[config.mk]
export PLATFORM = sky130hd
export DESIGN_NAME = nios_system_switch_debounce
export DESIGN_NICKNAME = d
export VERILOG_FILES = /design/src/rtl/nios_system_switch_debounce.sv
export SDC_FILE = /design/constraint.sdc
export NUM_CORES = 1
export LEC_CHECK = 0
export ABC_AREA = 1
export BUFFER_PORTS_ARGS = -buffer_cell sky130_fd_sc_hd__buf_4
export CAP_MARGIN = 25
export CORE_UTILIZATION = 40
export CTS_BUF_LIST = sky130_fd_sc_hd__clkbuf_8 sky130_fd_sc_hd__clkbuf_16
export DETAILED_ROUTE_END_ITERATION = 6
export SLEW_MARGIN = 10
export SYNTH_ARGS = -nofsm -noshare
export SYNTH_HDL_FRONTEND = slang
export SYNTH_SLANG_ARGS = --single-unit
[constraint.sdc]
create_clock -name clk -period 5.8 [get_ports clk]
set_input_delay 1.16 -clock clk [delete_from_list [all_inputs] [get_ports clk]]
set_output_delay 1.16 -clock clk [all_outputs]
set_load 0.02 [all_outputs]
[src/rtl/nios_system_switch_debounce.sv]
// Synchronises and debounces raw slide-switch pins ahead of the switches PIO in_port.
// Define SWITCH_DEBOUNCE_EDGE_EN to add sticky per-bit change flags (edge_capture/edge_clear).
module nios_system_switch_debounce #(
    parameter int WIDTH           = 8,
    parameter int SYNC_STAGES     = 2,
    parameter int DEBOUNCE_CYCLES = 500000,
    parameter int CNT_W           = 19
) (
    input  logic             clk,
    input  logic             reset,
    input  logic [WIDTH-1:0] sw_raw,
    output logic [WIDTH-1:0] sw_out,
    output logic [WIDTH-1:0] sw_changed
`ifdef SWITCH_DEBOUNCE_EDGE_EN
    ,
    input  logic [WIDTH-1:0] edge_clear,
    output logic [WIDTH-1:0] edge_capture
`endif
);

    localparam logic [CNT_W-1:0] CNT_LAST = CNT_W'(DEBOUNCE_CYCLES - 1);

    logic [WIDTH-1:0] r_sw_out;
    logic [WIDTH-1:0] r_sw_changed;
    logic [WIDTH-1:0] w_sync;
    logic [WIDTH-1:0] w_differ;
    logic [WIDTH-1:0] w_accept;

    genvar gi;
    generate
        for (gi = 0; gi < WIDTH; gi++) begin : g_bit
            logic [SYNC_STAGES-1:0] r_sync;
            logic [CNT_W-1:0]       r_cnt;

            always_ff @(posedge clk or posedge reset) begin
                if (reset) begin
                    r_sync <= '0;
                end else begin
                    r_sync <= {r_sync[SYNC_STAGES-2:0], sw_raw[gi]};
                end
            end

            assign w_sync[gi]   = r_sync[SYNC_STAGES-1];
            assign w_differ[gi] = w_sync[gi] ^ r_sw_out[gi];
            assign w_accept[gi] = w_differ[gi] && (r_cnt == CNT_LAST);

            // Any agreeing sample restarts the run; acceptance clears it so it never wraps.
            always_ff @(posedge clk or posedge reset) begin
                if (reset) begin
                    r_cnt <= '0;
                end else if (!w_differ[gi] || w_accept[gi]) begin
                    r_cnt <= '0;
                end else begin
                    r_cnt <= r_cnt + CNT_W'(1);
                end
            end
        end
    endgenerate

    // Accept only fires on disagreement, so toggling the accepted bits loads the synced level.
    always_ff @(posedge clk or posedge reset) begin
        if (reset) begin
            r_sw_out     <= '0;
            r_sw_changed <= '0;
        end else begin
            r_sw_out     <= r_sw_out ^ w_accept;
            r_sw_changed <= w_accept;
        end
    end

    assign sw_out     = r_sw_out;
    assign sw_changed = r_sw_changed;

`ifdef SWITCH_DEBOUNCE_EDGE_EN
    logic [WIDTH-1:0] r_edge_capture;

    // A new change wins over a clear arriving on the same edge.
    always_ff @(posedge clk or posedge reset) begin
        if (reset) begin
            r_edge_capture <= '0;
        end else begin
            r_edge_capture <= (r_edge_capture & ~edge_clear) | w_accept;
        end
    end

    assign edge_capture = r_edge_capture;
`endif

endmodule

# Yosys cells after proc, flatten, opt, wreduce, memory -nomap -nowiden
# Cells that the tools add are included.
dict set report word_totals {
  wordCells 75
  out_inout_bits 16
  inputBits 10
  register_bits 184
}
dict set report op_classes {
  eq_ne 8
  n_reduce_logical 24
  n_bitwise 9
  muxes 8
  n_addsub 8
}
# cell count
set op_table {}
lappend op_table {{$add 19x1->19 const B} 8}
lappend op_table {{$eq 19x19->1 const B} 8}
lappend op_table {{$mux 19} 8}
lappend op_table {{$logic_and 1x1->1} 8}
lappend op_table {{$logic_not 1->1} 8}
lappend op_table {{$logic_or 1x1->1} 8}
lappend op_table {{$xor 1x1->1} 8}
lappend op_table {{$xor 8x8->8} 1}

# Depth between registers and ports, before layout
dict set report depth {
  depth_word 4
  depth_mapped 9
  mapped_depth_nobuf 9
}

# Worst setup path after synthesis
# No wires, ideal clock.
dict set report synth_path {
  path_type {register to output}
  start {reg (tool-made name)}
  end {out sw_out[7]}
  path_buffers 0
  required_ps 4640
  path_slack_ps 4191
  arrival_ps 449
  path_stages_with_launch 1
  cell_sequence {dfrtp_1}
}
# element line
set synth_lines {}
lappend synth_lines {{end, declared} 12} ;# output logic [WIDTH-1:0] sw_out,

==> run_results.csv <==
group,metric,value,unit
global_route,antenna_found_initial,0,
synth,yosys_warnings,0,
sta,finClkSkew,0.0147,ns
sta,fin_ws,3.64,ns
global_route,grt_max_degree,185,
status,status,"completed",
finish,n_fill_cell,2429,
sta,timing_worst_slew_pin_value,0.998,ns
clocking,clock_sinks,184,
min_path,min_path_type,"flop to flop",
clocking,cts.reportedPaths.clkPinSlew,0.07,ns
min_path,hold_path_startpoint,"g_bit[3].r_sync[0]",
power,internal_power,2.13,mW
routing,drc,0,
setup_path,path_buf_inv,1,
setup_path,worstSetupPathType,"flop to output port",
clocking,cts_hold_buf,0,
sta,finalSetupViolations,0,
routing,wl_per_cell,11.3,um
sta,fin_crit_sh,37.2,%
floorplan,fp-row-count,56,
finish,final-seq-area,4600,um2
power,clock_power_share,48.1,%
sta,hold_viol_final,0,
sta,final.min_clock_period,2.16,ns
finish,multi_input_area,4470,um2
routing,ant_nets,0,
setup_path,slowest_stage,"dfrtp_1",
power,powerDensity,250,nW/um2
setup_path,arrival,1.00,ns
finish,area_growth,12.0,%
routing,vias,7359,
power,vdd_drop_max,183,uV
global_route,grt_pass1_wl,32.4,mm
place,gp_congestion,0.829,
setup_path,cp_cell_sequence,"buf_4",
job,drv_cap,0,
place,hpwl,12.4,mm
power,swShare,21.3,%
sta,clock.fmax,463,MHz
floorplan,start_util,40.9,%
place,port_buffers,25,
routing,dr.first_iter.drc_count,356,
global_route,grt_pass1_vias,7142,
power,p_leak,4.72,nW
clocking,htreeDepth,4,
setup_path,crit_path_end_kind,"output port",
finish,nNetsFinal,1282,
synth,ys_seq_area_share,47.6,%
sta,slew_headroom,33.5,%
synth,synth_area_per_cell,7.87,um2
synth,postSynthCellCount,1228,
clocking,cts_setup_buffers,0,
synth,ys_types,26,
setup_path,ff2ff_path_depth,6,
sta,setup_tns,0,ns
setup_path,crit_path_max_incr_delay,0.40,ns
floorplan,dieArea,24800,um2
clocking,cts_buffers,17,
finish,num_antenna_cells,0,
clocking,root_buffer,"clkbuf_16",
routing,first_pass_iters,5,
setup_path,crit_required,4.64,ns
global_route,grt-ovfl-total,0,
sta,rsz0062_at_grt,"no",
setup_path,r2r-end,"g_bit[7].r_cnt[11]",
floorplan,core,23600,um2
power,power.switching,0.576,mW
place,place_area,10200,um2
setup_path,r2r_start,"g_bit[7].r_cnt[0]",
floorplan,io-pin-count,26,
power,combPwrFrac,3.1,%
global_route,grt_use_total,16.0,%
routing,wirelength,18.0,mm
synth,synth_area,9660,um2
finish,final_layout_size_suffix_gt1_share,8.93,%
min_path,whs_path_depth,0,
min_path,worstHoldEndpoint,"g_bit[3].r_sync[1]",
clocking,cts_tree,"yes",
finish,postLayoutCoreUtil,45.8,%
sta,worst_hold_slack,0.348,ns
setup_path,worstPathMaxFanout,3,
finish,stdcell_area,10800,um2
setup_path,cp-start-kind,"flop",
setup_path,reg2reg_slack,4.22,ns
floorplan,die_y,157,um
clocking,clk_latency,0.43,ns
sta,maxSlewViolCount,0,
floorplan,chipWidth,157,um
synth,synth_seq_cells,184,
routing,viasPerCell,4.61,
power,p_seq_share,48.7,%
clocking,cts_buffer_depth,2,
clocking,ctsResizeCount,0,
place,pre_cts_ws,3.57,ns
synth,syn-num-nets,1246,
setup_path,worst_path_dominant_cell_family,"flip-flops",
==> metal layers <==
metal | up-vias | track usage [%] | routed length (um)
met5 | - | 0 | 0
met4 | 0 | 4.16 | 165
met3 | 12 | 3.36 | 416
met2 | 66 | 26.0 | 8230
met1 | 3397 | 21.6 | 9170
li1 | 3884 | - | -
==> worst register-to-register path, stage by stage (launching register included) <==
cell     delay (ns)
dfrtp_1        0.38
ha_1           0.24
nand2_1        0.11
nor2_1         0.18
nand3_2        0.19
nand2_4        0.27
nor2_1         0.09
==> cell families after synthesis <==
logic type,share of synthesized area (%)
buffers and inverters,6.07
flip-flops,47.6
adder cells (fa/ha/maj),1.04
XOR/XNOR,8.25
AO/OA/AOI/OAI,2.10
AND/OR/NAND/NOR,34.9
==> how the worst max path moves through the flow <==
stage	endpoint	from	slack, ns	cells after the start
final	sw_out[6]	flop	3.64	1
after floorplan	asynchronous set/reset pin	reset	2.28	1
after global routing	sw_out[6]	flop	3.60	1
after detailed placement	g_bit[7].r_cnt[12]	reset	3.57	3
after CTS	sw_out[6]	flop	3.62	1
after global placement	g_bit[7].r_cnt[8]	reset	3.57	3
==> flip-flops by register name (all words and copies together) (netlist names), named ones only <==
signal / count
g_bit.r_sync: 16
sw_changed: 8
g_bit.r_cnt: 152
==> final cells by class <==
| cell class | count | area share, % |
|---|---|---|
| Clock buffer | 17 | 3.93 |
| Clock inverter | 14 | 2.15 |
| Inverter | 127 | 4.44 |
| Multi-Input combinational cell | 908 | 41.3 |
| Sequential cell | 184 | 42.5 |
| Tap cell | 319 | 3.69 |
| Timing Repair Buffer | 26 | 1.92 |
==> synth_stat cells, drive strengths merged <==
cell type | number | area (um2)
nand3 | 92 | 500
o21bai | 14 | 105
nand4 | 30 | 188
nor2 | 345 | 1370
xor2 | 73 | 639
nand2 | 288 | 1160
a21oi | 6 | 30.0
ha | 8 | 100
and2 | 1 | 6.26
inv | 127 | 477
buf | 9 | 110
dfrtp | 184 | 4600
o21ai | 9 | 45.0
nand3b | 4 | 30.0
xnor2 | 18 | 158
a21o | 3 | 22.5
nor3 | 17 | 120
==> layout by cell type, fill, tap and decap left out, types with 10 or more instances in the layout <==
| master | count |
|---|---|
| inv_1 | 126 |
| xor2_1 | 73 |
| dfrtp_1 | 184 |
| nor3_1 | 10 |
| nand3_1 | 84 |
| nor2_1 | 318 |
| xnor2_1 | 18 |
| nand4_1 | 30 |
| nand2_1 | 274 |
| clkbuf_16 | 17 |
| nor2_2 | 25 |
| o21bai_1 | 14 |
| buf_4 | 25 |
==> stage by stage <==
stage	total power, mW	cells
6_report	2.70	1595
5_1_grt	2.81	1595
4_1_cts	2.75	1595
3_5_place_dp	1.43	1564
3_3_place_gp	1.43	1564
2_1_floorplan	1.41	1228
==> power by group through the flow <==
| stage | Clock, mW | Combinational [mW] | Sequential (mW) |
|---|---|---|---|
| 6_report | 1.30 | 0.0852 | 1.32 |
| 5_1_grt | 1.39 | 0.101 | 1.32 |
| 4_1_cts | 1.34 | 0.0903 | 1.32 |
| 3_5_place_dp | 0 | 0.0897 | 1.34 |
| 3_3_place_gp | 0 | 0.0886 | 1.34 |
| 2_1_floorplan | 0 | 0.0704 | 1.34 |
Power figures use the tool's default switching activity.
